## src/rtl/generic_bus_queued_manager_if.sv

```systemverilog
// ---------------------------------------------------------------------------
// generic_bus_queued_manager_if
//   Bundles the device-side request/response signals and the GenericBus
//   signals of the queued manager.
//   master : view of the manager itself (drives dev responses and bus regs)
//   slave  : view of the surroundings (device requests, subordinate replies)
//   Device side : dev_wEn, dev_rEn, dev_addr, dev_wStrb, dev_wData  -> manager
//                 dev_ready, dev_count, dev_rValid, dev_wDone, dev_rData,
//                 dev_error, dev_dropped, dev_busy                   <- manager
//   Bus side    : bus_wEn, bus_rEn, bus_addr, bus_wStrb, bus_wData   <- manager
//                 bus_rData, bus_error, bus_busy                     -> manager
// ---------------------------------------------------------------------------
interface generic_bus_queued_manager_if #(
    parameter int ADDR_W = 32,
    parameter int DATA_W = 32,
    parameter int DEPTH  = 4
);
    localparam int STRB_W = DATA_W / 8;
    localparam int CNT_W  = $clog2(DEPTH + 1);

    logic              dev_wEn;
    logic              dev_rEn;
    logic [ADDR_W-1:0] dev_addr;
    logic [STRB_W-1:0] dev_wStrb;
    logic [DATA_W-1:0] dev_wData;
    logic              dev_ready;
    logic [CNT_W-1:0]  dev_count;
    logic              dev_rValid;
    logic              dev_wDone;
    logic [DATA_W-1:0] dev_rData;
    logic              dev_error;
    logic              dev_dropped;
    logic              dev_busy;

    logic              bus_wEn;
    logic              bus_rEn;
    logic [ADDR_W-1:0] bus_addr;
    logic [STRB_W-1:0] bus_wStrb;
    logic [DATA_W-1:0] bus_wData;
    logic [DATA_W-1:0] bus_rData;
    logic              bus_error;
    logic              bus_busy;

    modport master (
        input  dev_wEn, dev_rEn, dev_addr, dev_wStrb, dev_wData,
        input  bus_rData, bus_error, bus_busy,
        output dev_ready, dev_count, dev_rValid, dev_wDone, dev_rData,
        output dev_error, dev_dropped, dev_busy,
        output bus_wEn, bus_rEn, bus_addr, bus_wStrb, bus_wData
    );

    modport slave (
        output dev_wEn, dev_rEn, dev_addr, dev_wStrb, dev_wData,
        output bus_rData, bus_error, bus_busy,
        input  dev_ready, dev_count, dev_rValid, dev_wDone, dev_rData,
        input  dev_error, dev_dropped, dev_busy,
        input  bus_wEn, bus_rEn, bus_addr, bus_wStrb, bus_wData
    );
endinterface

```

## src/rtl/generic_bus_queued_manager.sv

```systemverilog
// ---------------------------------------------------------------------------
// generic_bus_queued_manager
//   GenericBus manager for a single device. Device requests are posted into a
//   DEPTH-entry FIFO; the FIFO head is issued on the bus as soon as the
//   previous transfer completes, sustaining one transfer per cycle when the
//   subordinate never stalls. Each completion is reported back to the device
//   (dev_rValid / dev_wDone with dev_error). With FLUSH_ON_ERR set, a bus
//   error throws away every queued request plus any push in that same cycle.
//   clk    : clock, everything on posedge
//   nReset : asynchronous active-low reset
//   mgr    : device + bus signal bundle (master modport)
// ---------------------------------------------------------------------------
module generic_bus_queued_manager #(
    parameter int ADDR_W       = 32,
    parameter int DATA_W       = 32,
    parameter int DEPTH        = 4,
    parameter bit FLUSH_ON_ERR = 1'b1
) (
    input logic                         clk,
    input logic                         nReset,
    generic_bus_queued_manager_if.master mgr
);
    localparam int STRB_W = DATA_W / 8;
    localparam int PTR_W  = $clog2(DEPTH);
    localparam int CNT_W  = $clog2(DEPTH + 1);

    typedef struct packed {
        logic              wen;
        logic              ren;
        logic [ADDR_W-1:0] addr;
        logic [STRB_W-1:0] strb;
        logic [DATA_W-1:0] data;
    } req_t;

    req_t              mem [DEPTH];
    req_t              head;
    logic [PTR_W-1:0]  wr_ptr;
    logic [PTR_W-1:0]  rd_ptr;
    logic [CNT_W-1:0]  count;
    logic [CNT_W-1:0]  count_next;
    logic              ready_q;

    logic              bus_wen_q;
    logic              bus_ren_q;
    logic [ADDR_W-1:0] bus_addr_q;
    logic [STRB_W-1:0] bus_strb_q;
    logic [DATA_W-1:0] bus_data_q;

    logic              rvalid_q;
    logic              wdone_q;
    logic              error_q;
    logic              dropped_q;
    logic [DATA_W-1:0] rdata_q;

    logic              active;
    logic              complete;
    logic              flush;
    logic              push_req;
    logic              push;
    logic              can_load;
    logic              pop;

    assign head = mem[rd_ptr];

    // Handshake decode. The bus registers may reload whenever nothing is in
    // flight or the current transfer is completing; a flush overrides both the
    // pop and any push so the bus goes idle with an empty queue.
    always_comb begin
        active     = bus_wen_q || bus_ren_q;
        complete   = active && !mgr.bus_busy;
        flush      = FLUSH_ON_ERR && complete && mgr.bus_error;
        push_req   = (mgr.dev_wEn || mgr.dev_rEn) && ready_q;
        push       = push_req && !flush;
        can_load   = !active || !mgr.bus_busy;
        pop        = can_load && (count != '0) && !flush;
        count_next = count;
        if (flush) begin
            count_next = '0;
        end else begin
            count_next = count + CNT_W'(push) - CNT_W'(pop);
        end
    end

    // FIFO storage carries no reset; only the pointers and count define validity.
    always_ff @(posedge clk) begin
        if (push) begin
            mem[wr_ptr] <= '{wen:  mgr.dev_wEn,
                             ren:  mgr.dev_rEn,
                             addr: mgr.dev_addr,
                             strb: mgr.dev_wStrb,
                             data: mgr.dev_wData};
        end
    end

    // Pointers, occupancy and the registered ready flag.
    always_ff @(posedge clk or negedge nReset) begin
        if (!nReset) begin
            wr_ptr  <= '0;
            rd_ptr  <= '0;
            count   <= '0;
            ready_q <= 1'b1;
        end else begin
            if (flush) begin
                wr_ptr <= '0;
                rd_ptr <= '0;
            end else begin
                if (push) wr_ptr <= wr_ptr + PTR_W'(1);
                if (pop)  rd_ptr <= rd_ptr + PTR_W'(1);
            end
            count   <= count_next;
            ready_q <= (count_next != CNT_W'(DEPTH));
        end
    end

    // Bus request registers. With nothing left to issue the enables drop but
    // address/strobe/data keep their last values.
    always_ff @(posedge clk or negedge nReset) begin
        if (!nReset) begin
            bus_wen_q  <= 1'b0;
            bus_ren_q  <= 1'b0;
            bus_addr_q <= '0;
            bus_strb_q <= '0;
            bus_data_q <= '0;
        end else if (can_load) begin
            if (pop) begin
                bus_wen_q  <= head.wen;
                bus_ren_q  <= head.ren;
                bus_addr_q <= head.addr;
                bus_strb_q <= head.strb;
                bus_data_q <= head.data;
            end else begin
                bus_wen_q <= 1'b0;
                bus_ren_q <= 1'b0;
            end
        end
    end

    // Device responses, one cycle after the completing edge. Read data is
    // held until the next read completes.
    always_ff @(posedge clk or negedge nReset) begin
        if (!nReset) begin
            rvalid_q  <= 1'b0;
            wdone_q   <= 1'b0;
            error_q   <= 1'b0;
            dropped_q <= 1'b0;
            rdata_q   <= '0;
        end else begin
            rvalid_q  <= complete && bus_ren_q;
            wdone_q   <= complete && bus_wen_q;
            error_q   <= complete && mgr.bus_error;
            dropped_q <= flush && ((count != '0) || push_req);
            if (complete && bus_ren_q) begin
                rdata_q <= mgr.bus_rData;
            end
        end
    end

    assign mgr.dev_ready   = ready_q;
    assign mgr.dev_count   = count;
    assign mgr.dev_rValid  = rvalid_q;
    assign mgr.dev_wDone   = wdone_q;
    assign mgr.dev_rData   = rdata_q;
    assign mgr.dev_error   = error_q;
    assign mgr.dev_dropped = dropped_q;
    assign mgr.dev_busy    = (count != '0) || active;
    assign mgr.bus_wEn     = bus_wen_q;
    assign mgr.bus_rEn     = bus_ren_q;
    assign mgr.bus_addr    = bus_addr_q;
    assign mgr.bus_wStrb   = bus_strb_q;
    assign mgr.bus_wData   = bus_data_q;
endmodule
```

## src/flat_wrapper.sv

```systemverilog
// flat-port wrapper written by rule: the top's interface ports become plain ports
module generic_bus_queued_manager_flat 
#(
    parameter int ADDR_W       = 32,
    parameter int DATA_W       = 32,
    parameter int DEPTH        = 4,
    parameter bit FLUSH_ON_ERR = 1'b1
)
  (clk, nReset, mgr_dev_wEn, mgr_dev_rEn, mgr_dev_addr, mgr_dev_wStrb, mgr_dev_wData, mgr_bus_rData, mgr_bus_error, mgr_bus_busy, mgr_dev_ready, mgr_dev_count, mgr_dev_rValid, mgr_dev_wDone, mgr_dev_rData, mgr_dev_error, mgr_dev_dropped, mgr_dev_busy, mgr_bus_wEn, mgr_bus_rEn, mgr_bus_addr, mgr_bus_wStrb, mgr_bus_wData);
  generic_bus_queued_manager_if #(.ADDR_W(ADDR_W), .DATA_W(DATA_W), .DEPTH(DEPTH)) mgr_i ();
  input logic clk;
  input logic nReset;
  input wire logic [$bits(mgr_i.dev_wEn)-1:0] mgr_dev_wEn;
  input wire logic [$bits(mgr_i.dev_rEn)-1:0] mgr_dev_rEn;
  input wire logic [$bits(mgr_i.dev_addr)-1:0] mgr_dev_addr;
  input wire logic [$bits(mgr_i.dev_wStrb)-1:0] mgr_dev_wStrb;
  input wire logic [$bits(mgr_i.dev_wData)-1:0] mgr_dev_wData;
  input wire logic [$bits(mgr_i.bus_rData)-1:0] mgr_bus_rData;
  input wire logic [$bits(mgr_i.bus_error)-1:0] mgr_bus_error;
  input wire logic [$bits(mgr_i.bus_busy)-1:0] mgr_bus_busy;
  output wire logic [$bits(mgr_i.dev_ready)-1:0] mgr_dev_ready;
  output wire logic [$bits(mgr_i.dev_count)-1:0] mgr_dev_count;
  output wire logic [$bits(mgr_i.dev_rValid)-1:0] mgr_dev_rValid;
  output wire logic [$bits(mgr_i.dev_wDone)-1:0] mgr_dev_wDone;
  output wire logic [$bits(mgr_i.dev_rData)-1:0] mgr_dev_rData;
  output wire logic [$bits(mgr_i.dev_error)-1:0] mgr_dev_error;
  output wire logic [$bits(mgr_i.dev_dropped)-1:0] mgr_dev_dropped;
  output wire logic [$bits(mgr_i.dev_busy)-1:0] mgr_dev_busy;
  output wire logic [$bits(mgr_i.bus_wEn)-1:0] mgr_bus_wEn;
  output wire logic [$bits(mgr_i.bus_rEn)-1:0] mgr_bus_rEn;
  output wire logic [$bits(mgr_i.bus_addr)-1:0] mgr_bus_addr;
  output wire logic [$bits(mgr_i.bus_wStrb)-1:0] mgr_bus_wStrb;
  output wire logic [$bits(mgr_i.bus_wData)-1:0] mgr_bus_wData;
  assign mgr_i.dev_wEn = mgr_dev_wEn;
  assign mgr_i.dev_rEn = mgr_dev_rEn;
  assign mgr_i.dev_addr = mgr_dev_addr;
  assign mgr_i.dev_wStrb = mgr_dev_wStrb;
  assign mgr_i.dev_wData = mgr_dev_wData;
  assign mgr_i.bus_rData = mgr_bus_rData;
  assign mgr_i.bus_error = mgr_bus_error;
  assign mgr_i.bus_busy = mgr_bus_busy;
  assign mgr_dev_ready = mgr_i.dev_ready;
  assign mgr_dev_count = mgr_i.dev_count;
  assign mgr_dev_rValid = mgr_i.dev_rValid;
  assign mgr_dev_wDone = mgr_i.dev_wDone;
  assign mgr_dev_rData = mgr_i.dev_rData;
  assign mgr_dev_error = mgr_i.dev_error;
  assign mgr_dev_dropped = mgr_i.dev_dropped;
  assign mgr_dev_busy = mgr_i.dev_busy;
  assign mgr_bus_wEn = mgr_i.bus_wEn;
  assign mgr_bus_rEn = mgr_i.bus_rEn;
  assign mgr_bus_addr = mgr_i.bus_addr;
  assign mgr_bus_wStrb = mgr_i.bus_wStrb;
  assign mgr_bus_wData = mgr_i.bus_wData;
  generic_bus_queued_manager #(.ADDR_W(ADDR_W), .DATA_W(DATA_W), .DEPTH(DEPTH), .FLUSH_ON_ERR(FLUSH_ON_ERR)) u_core (.clk(clk), .nReset(nReset), .mgr(mgr_i));
endmodule
```

## config.mk

```make
export PLATFORM = sky130hd
export DESIGN_NAME = generic_bus_queued_manager_flat
export DESIGN_NICKNAME = d
export VERILOG_FILES = /design/src/rtl/generic_bus_queued_manager_if.sv /design/src/rtl/generic_bus_queued_manager.sv /design/src/flat_wrapper.sv
export SDC_FILE = /design/constraint.sdc
export NUM_CORES = 1
export LEC_CHECK = 0
export ABC_AREA = 1
export CORE_ASPECT_RATIO = 0.75
export CORE_MARGIN = 2
export CORE_UTILIZATION = 50
export DETAILED_ROUTE_END_ITERATION = 16
export PLACE_DENSITY = 0.74
export SLEW_MARGIN = 20
export SYNTH_ARGS = -nofsm -noshare
export SYNTH_HDL_FRONTEND = slang
export SYNTH_SLANG_ARGS = --single-unit
```

## constraint.sdc

```tcl
create_clock -name clk -period 13.45 [get_ports clk]
set_clock_uncertainty 0.1 [all_clocks]
set_input_delay 2.69 -clock clk [delete_from_list [all_inputs] [get_ports clk]]
set_output_delay 2.69 -clock clk [all_outputs]
set_load 0.01 [all_outputs]
```

[Word level (Yosys, flattened, before mapping)]
Memory sizes are Yosys's and may differ from the RTL's.
Cells that the tools add are included.
Cells by class
  $lt $le $gt $ge: 0
  $mul: 0
  eq/ne operators: 1
  reductions and logical operators: 21
  shifts and indexed selects: 0
  $add $sub $neg: 4
  mux-type cells: 9
  divide/modulo/power cells: 0
  bitwise gates (word level): 0
Operators by type and width (count)
  logical AND 1 bit: 9
  two-way mux 2 bit: 4
  logical OR 1 bit: 5
  adder 2 x 1 -> 2 bit, second input constant: 2
  two-way mux 1 bit: 4
  nonzero test 2 bit: 2
  adder 3 x 1 -> 3 bit: 1
  zero test 1 bit: 3
  two-way mux 3 bit: 1
  != test 3 bit, second input constant: 1
  nonzero test 3 bit: 1
  subtractor 3 x 1 -> 3 bit: 1
  AND reduction 2 bit: 1
Word-level totals
  word-level logic and storage cells: 50
  register bits after elaboration: 114
  ROM bits: 0
  bits of input ports: 106
  output and inout port bits: 111
  memories kept: 1
  bits in latches: 0
  bits in writable memories: 280
Memories
  u_core.mem: depth 4, bits a word 70, rd ports 1, clocked after Yosys merged registers in 0, wr ports 1, RTL line generic_bus_queued_manager.sv:35  | req_t mem [DEPTH];

[Logic depth before layout (Yosys ltp)]
Gate-level depths: netlist of run 1.
  depth in word-level cells: 9
  depth in mapped cells: 14
  depth with buffers taken out: 13

[Worst setup path before layout of run 1]
No wires, ideal clock.
  kind: in2reg
  start point: input port mgr_bus_busy
  end point: memory u_core.mem[0][0] in the netlist's numbering, enable pin
  required time: 12.851 ns
  library setup time: 0.499 ns
  data arrival time: 6.061 ns
  stages on the path: 5
  path buffers: 1
  slack: 6.791 ns
  path through: buf_2 > inv_2 > nand3_2 > nand2_1 > nor2_1
Between the ends
  longest elaborated chain between the ends: 7
RTL lines
  start, declared: RTL line flat_wrapper.sv:20  | input wire logic [$bits(mgr_i.bus_busy)-1:0] mgr_bus_busy;
  zero test 1 bit: RTL line generic_bus_queued_manager.sv:70  | complete = active && !mgr.bus_busy;
  logical AND 1 bit: RTL line generic_bus_queued_manager.sv:70
  logical AND 1 bit: RTL line generic_bus_queued_manager.sv:71  | flush = FLUSH_ON_ERR && complete && mgr.bus_error;
  zero test 1 bit: RTL line generic_bus_queued_manager.sv:73  | push = push_req && !flush;
  logical AND 1 bit: RTL line generic_bus_queued_manager.sv:73
  two-way mux 1 bit: RTL line generic_bus_queued_manager.sv:86  | if (push) begin
  two-way mux 1 bit (not written as such): RTL line generic_bus_queued_manager.sv:87  | mem[wr_ptr] <= '{wen: mgr.dev_wEn,
  end, declared: RTL line generic_bus_queued_manager.sv:35
Every way passes these cells.

[Final worst setup path of run 1]
  start point: input port mgr_bus_busy
  end point: register u_core.ready_q (netlist: u_core.mgr.dev_ready)
Between the ends
  longest elaborated chain between the ends: 9
  elaborated cells between the ends (all ways): 12
  classes of those cells: add/sub (2); eq/ne (1); mux (1); reduce/logical (8)
RTL lines
  zero test 1 bit (*): RTL line generic_bus_queued_manager.sv:70, generic_bus_queued_manager.sv:74
  logical AND 1 bit: RTL line generic_bus_queued_manager.sv:70
  logical AND 1 bit: RTL line generic_bus_queued_manager.sv:71
  zero test 1 bit: RTL line generic_bus_queued_manager.sv:73, generic_bus_queued_manager.sv:75
  logical AND 1 bit: RTL line generic_bus_queued_manager.sv:73
  adder 3 x 1 -> 3 bit: RTL line generic_bus_queued_manager.sv:80  | count_next = count + CNT_W'(push) - CNT_W'(pop);
  subtractor 3 x 1 -> 3 bit: RTL line generic_bus_queued_manager.sv:80
  two-way mux 3 bit (*): RTL line generic_bus_queued_manager.sv:77  | if (flush) begin
  via u_core.count_next[2]: RTL line generic_bus_queued_manager.sv:40  | logic [CNT_W-1:0] count_next;
  != test 3 bit (*): RTL line generic_bus_queued_manager.sv:111  | ready_q <= (count_next != CNT_W'(DEPTH));
  end signal, assigned: RTL line generic_bus_queued_manager.sv:111
  end, declared: RTL line generic_bus_queued_manager.sv:41  | logic ready_q;
The timed path passes the listed nets; every way through them passes the cells marked *.
A chain may end at the register's enable or synchronous reset.

==> metrics, run 1 <==
Fmax=0.181 GHz; syn_area_per_cell=10.3 um2; final WL=34.5 mm; DR WL/cell=15.9 um; post-synthesis cell type count=27; Comb pwr share=0.347; routability congestion estimate=0.778; Worst slew margin=0.269; hold-critical path depth=2; nets=1,852; LEAKAGE=0.00886 uW; Sw Pwr=1590 uW; CTS Sinks=394; Reg area=0.0113 mm2; Pre-antenna DRT Iters=5; CTS max path bufs=3; post-synth top area share=0.529; wire length of the first global-routing pass=54.4 mm; cts repair resizes=0; post-route ant nets=0; max-slew violations=0; Reg clk slew, reported paths=0.06 ns; Reg2Reg Depth=13; instance count on the critical path=13; top cells by area, synth=edfxtp_1 (53%), nand2_1 (19%), dfrtp_1 (18%); DIE AREA=0.0333 mm2; slowest stage delay, CP=0.86 ns; Cell Int Power=2930 uW; CP delay by family, top=simple AND/OR/NAND/NOR gates; Sw Share=0.352; area leader, netlist=edfxtp_1; Syn Nets=1,654; Fillers=2,426; Period Utilization, post-route=0.410; Synth Register Bits=394; synth warn=0; TritonCTS Buffers=39; Root Buffer Master=clkbuf_16; worst vdd ir=0.122 mV; via/cell ratio=4.90; Finish-stage setup viols=0; Residual DRC=0; max_cap viols=0; core box area=0.0313 mm2; layout cells sized above 1=0.0498; postcts setup bufs=0; Arr. time, crit path=5.86 ns; status=finished clean; most frequent cells in the layout=nand2_1 (803), edfxtp_1 (280), clkdlybuf4s50_1 (215); cells along the critical path=clkdlybuf4s50_1 -> o21ai_2 -> nand2_2 -> nor2_8 -> ha_1 -> inv_1 -> ha_1 -> inv_1 -> fa_1 -> nand3_1 -> nand2_1 -> nor2_1 -> nand2_1; sequential share of power=0.421; Crit Path Max Fanout=71; GRT overflow=0; Crit-path slowest cell=nor2_8; GRT Total Usage=0.210; Die Wd=210 um; Row Count=56; startpoint class of the critical path=input port; die height=158 um; commonest non-fill, non-tap cell in the layout=nand2_1; Cells after Synth=1,541; area grow syn2layout=23.1%; largest net degree at the start of global routing=97; number of I/O pins=217; crit path time final=5.52 ns; Buf+Inv Stages, Crit Path=3; number of global-route vias before repair=10,434; multi-input logic area=0.00370 mm2; # port buffers=216; Clock Power Share=0.232; initial antenna violation count=2; H-Tree Depth=2; hold buffer count at cts=0; CTS tree=yes; Hold Worst Slack=0.367 ns; RSZ-0062 raised after global routing=no; starting DRC count in detailed routing=800; HPWL Detailed=20.5 mm; sequential-to-total area share from yosys stat=0.708; Fin. Hold Viols=0; TNS Setup=0 ns; vias=10,653; Hold Crit Class=flip-flop to flip-flop; Critical Setup Path Class=input port to flip-flop; PwrDens=231 mW/mm2; pin slew with the least headroom to its limit=1.10 ns; Post-Syn Area=0.0159 mm2; worst-skew pair later-pin latency=0.54 ns; Setup crit end kind=flip-flop; Initial Util=0.509; CP Data Required Time=13.79 ns; final core utilization=0.626
## cells in the mapped netlist
cell type and instances:
inv_1 162, buf_4 12, xor2_1 1, o21ai_2 1, nand3_1 80, inv_2 5, buf_2 30, ha_1 6
nand3_2 2, clkbuf_1 18, a21oi_1 2, fa_1 1, buf_1 6, nor2_2 1, clkbuf_4 1, dfrtp_1 113
nand2_2 1, or2_2 2, nor2_8 1, buf_6 1, dfstp_2 1, nand2_1 803, edfxtp_1 280, nor3_4 1
o21ai_0 3, nor2_1 6, nor3_1 1
## metrics by stage
stage	setup WS, ns	area [um2]	std cells	total power (uW)
finish	7.93	19600	2175	4520
floorplan	6.79	15900	1541	2860
global placement	7.41	18300	2104	3460
detailed placement	7.35	18300	2104	3500
global route	7.69	19600	2174	4830
CTS	7.91	19600	2173	4570
## worst paths after layout
| kind | slack [ns] | startpoint | endpoint |
|---|---|---|---|
| setup reg to reg | 10.10 | u_core.mgr.dev_count[1] | u_core.mgr.dev_ready |
| hold reg to reg | 0.37 | u_core.mgr.dev_rData[10] | u_core.mgr.dev_rData[10] |
| setup / recovery | 7.93 | mgr_bus_busy | u_core.mgr.dev_ready |
| min in group asynchronous | 2.01 | nReset | u_core.mgr.bus_wData[20] |
| hold / removal | 0.37 | u_core.mgr.dev_rData[10] | u_core.mgr.dev_rData[10] |
| max in group asynchronous | 10.09 | nReset | u_core.rd_ptr[1] |
## layout make-up
cell class | count | share of cell area
Sequential cell | 394 | 0.576
Multi-Input combinational cell | 912 | 0.189
Timing Repair Buffer | 225 | 0.114
Clock buffer | 51 | 0.0542
Inverter | 167 | 0.0322
Tap cell | 406 | 0.0260
Clock inverter | 18 | 0.00850
Antenna cell | 2 | 0.000256
## tightest hold or removal path: stages, from the launching register on
cell	delay [ns]
dfrtp_1	0.34
nand2_1	0.05
nand2_1	0.05
## kinds of logic (layout without fill, tap and decap cells)
family / Yosys count / count (layout) / synth area share
AO/OA/AOI/OAI: 6 / 6 / 0.00212
XOR/XNOR: 1 / 1 / 0.000551
adder cells (fa/ha/maj): 7 / 7 / 0.00598
buffers and inverters: 235 / 461 / 0.0614
flip-flops: 394 / 394 / 0.708
other: 0 / 2 / 0
AND/OR/NAND/NOR: 898 / 898 / 0.222
## sequential cells by signal (all words and copies together) (netlist names), 2 cells and up
| name | flops |
|---|---|
| u_core.mgr.bus_wStrb | 4 |
| u_core.rd_ptr | 2 |
| u_core.mgr.dev_rData | 32 |
| u_core.mem | 280 |
| u_core.mgr.bus_wData | 32 |
| u_core.mgr.bus_addr | 32 |
| u_core.mgr.dev_count | 3 |
| u_core.wr_ptr | 2 |
## power groups by stage
stage | Combinational, uW | Clock [uW] | Sequential (uW)
floorplan | 925 | 0 | 1930
global placement | 1550 | 0 | 1920
detailed placement | 1580 | 0 | 1920
CTS | 1590 | 1070 | 1900
global route | 1770 | 1120 | 1940
finish | 1570 | 1050 | 1900
## routing by layer
metal,wire [um],part of all wire,up-vias,global-route usage
li1,-,-,5227,-
met1,15600,0.45,5034,0.290
met2,15800,0.46,337,0.343
met3,2450,0.071,55,0.0434
met4,660,0.019,0,0.0584
met5,0,0,-,0
No activity file was read; power rests on OpenSTA's default activity.
==> run 2: changes to the inputs <==
==> constraint.sdc (replaced) <==
create_clock -name clk -period 5.6 [get_ports clk]
set_clock_uncertainty 0.1 [all_clocks]
set_input_delay 1.12 -clock clk [delete_from_list [all_inputs] [get_ports clk]]
set_output_delay 1.12 -clock clk [all_outputs]
set_load 0.01 [all_outputs]
==> run 2 against run 1 <==
Effect of this change: count of clock-buffer cells in the layout grew 3; routed wire length grew 3.4%; cell area grew 0.81%; sequential share of layout area shrank 0.46 points; clock power grew to 2.5 times the previous value; non-clock buffer count grew 6; critical path depth shrank 7; core utilization grew 0.51 points; critical path type unchanged.
==> metrics, run 2 (synthesis gave the netlist of run 1 again) <==
status=finished clean; initial antenna violation count=3 (+1); hold buffer count at cts=0 (unchanged); Die Wd=210 um (unchanged); TritonCTS Buffers=39 (unchanged); CTS Sinks=394 (unchanged); max reg flops=280 (unchanged); worst-skew pair later-pin latency=0.53 ns (about the same); max_cap viols=0 (unchanged); starting DRC count in detailed routing=716 (-11%); Fin. Hold Viols=0 (unchanged); crit path time final=3.46 ns; Finish-stage setup viols=0 (unchanged); Crit-path slowest cell=nor2_4; GRT Total Usage=0.218 (+0.00746); H-Tree Depth=2 (unchanged); Arr. time, crit path=3.57 ns (-2.29 ns); Non-Filler Instances=2,183 (+0.37%); GRT overflow=0 (unchanged); wire length of the first global-routing pass=55.8 mm (+2.5%); final WL=35.7 mm (+3.4%); CTS tree=yes; largest reg by FF count=u_core.mem; RSZ-0062 raised after global routing=no; Critical Setup Path Class=input port to flip-flop; Residual DRC=0 (unchanged); pin slew with the least headroom to its limit=1.05 ns (-0.0426 ns); # port buffers=216 (unchanged); area grow syn2layout=24.1%; commonest non-fill, non-tap cell in the layout=nand2_1; CP Data Required Time=5.71 ns (-8.08 ns); via/cell ratio=4.89 (-0.23%); max-slew violations=0 (unchanged); pre-CTS WS=1.61 ns (-5.74 ns); Period Utilization, post-route=0.619; Worst slew margin=0.297 (+0.0284); cells along the critical path=clkdlybuf4s50_1 -> inv_2 -> nand3_2 -> nand2_1 -> nor2_4 -> buf_4; CTS max path bufs=3 (unchanged); startpoint class of the critical path=input port; largest net degree at the start of global routing=100 (+3.1%); DIE AREA=0.0333 mm2 (unchanged); Hold Crit Class=flip-flop to flip-flop; post-route ant nets=0 (unchanged); vias=10,668 (+0.14%); Pre-antenna DRT Iters=4 (-1); routability congestion estimate=0.774 (-0.49%); Crit Path Max Fanout=26 (-63%); Setup crit end kind=flip-flop; dpl cells=2,109 (+0.24%); final worst slack=2.14 ns (-5.80 ns); number of global-route vias before repair=10,653 (+2.1%); HPWL Detailed=20.5 mm (about the same); Initial Util=0.509 (unchanged); Reg clk slew, reported paths=0.06 ns (about the same); Root Buffer Master=clkbuf_16; most frequent cells in the layout=nand2_1 (803), edfxtp_1 (280), clkdlybuf4s50_1 (215); core box area=0.0313 mm2 (unchanged); slowest stage delay, CP=0.76 ns (-0.10 ns); nets=1,858 (+0.32%); LEAKAGE=0.00894 uW (+0.90%); PwrDens=561 mW/mm2 (+140%); TNS Setup=0 ns (unchanged); worst vdd ir=0.395 mV (+220%); layout cells sized above 1=0.0552 (+0.00541); postcts setup bufs=0 (unchanged); DR WL/cell=16.3 um (+3.0%); die height=158 um (unchanged); Fmax=0.289 GHz; cts repair resizes=0 (unchanged); Row Count=56 (unchanged); number of I/O pins=217 (unchanged)
## run 2: metal layers
| layer | vias to the layer above | wire [um] | GRT usage |
|---|---|---|---|
| li1 | 5239 | - | - |
| met1 | 5027 | 16000 | 0.298 |
| met2 | 344 | 16400 | 0.356 |
| met3 | 56 | 2490 | 0.0438 |
| met4 | 2 | 745 | 0.0672 |
| met5 | - | 12 | 0 |
## run 2: final timing paths
kind	startpoint	cells past startpoint	end	slack, ns
worst max-delay path	mgr_bus_busy	6	u_core.mem[0][7]	2.14
worst min register to register	u_core.mgr.dev_rData[20]	2	u_core.mgr.dev_rData[20]	0.37
max in group asynchronous	nReset	2	u_core.mgr.dev_rData[10]	3.58
worst max register to register	u_core.mgr.dev_ready	5	u_core.mem[0][7]	2.87
min in group asynchronous	nReset	1	u_core.mgr.bus_wData[20]	0.65
worst min-delay path	u_core.mgr.dev_rData[20]	2	u_core.mgr.dev_rData[20]	0.37
## run 2: critical path: cells and delay by family
kind | cells | cell delay [ns]
simple gates | 3 | 1.31
buf+inv | 3 | 1.11
## run 2: cell type report
type	count	area, um2
fill	2429	11500
sequential	394	11300
multi-input combinational	912	3700
timing repair buffer	231	2300
clock buffer	54	1120
inverter	167	629
tap	406	508
clock inverter	17	188
antenna	2	5.00
## run 2: metrics by stage
stage                     hold slack [ns]  power [uW]  instance area [um2]  utilization
after floorplan                     0.406        6860                15900            -
after CTS                           0.372       11200                19700        0.630
after global routing                0.395       11800                19700        0.631
final                               0.370       11100                19700        0.631
after global placement              0.352        8350                18400        0.588
after detailed placement            0.357        8460                18400        0.588
## run 2: power by group
| group | internal, uW | leakage (uW) | switching (uW) | total [uW] |
|---|---|---|---|---|
| Combinational | 1510 | 0.00432 | 2340 | 3850 |
| Clock | 1590 | 0.000646 | 1070 | 2660 |
| Sequential | 4080 | 0.00398 | 474 | 4550 |
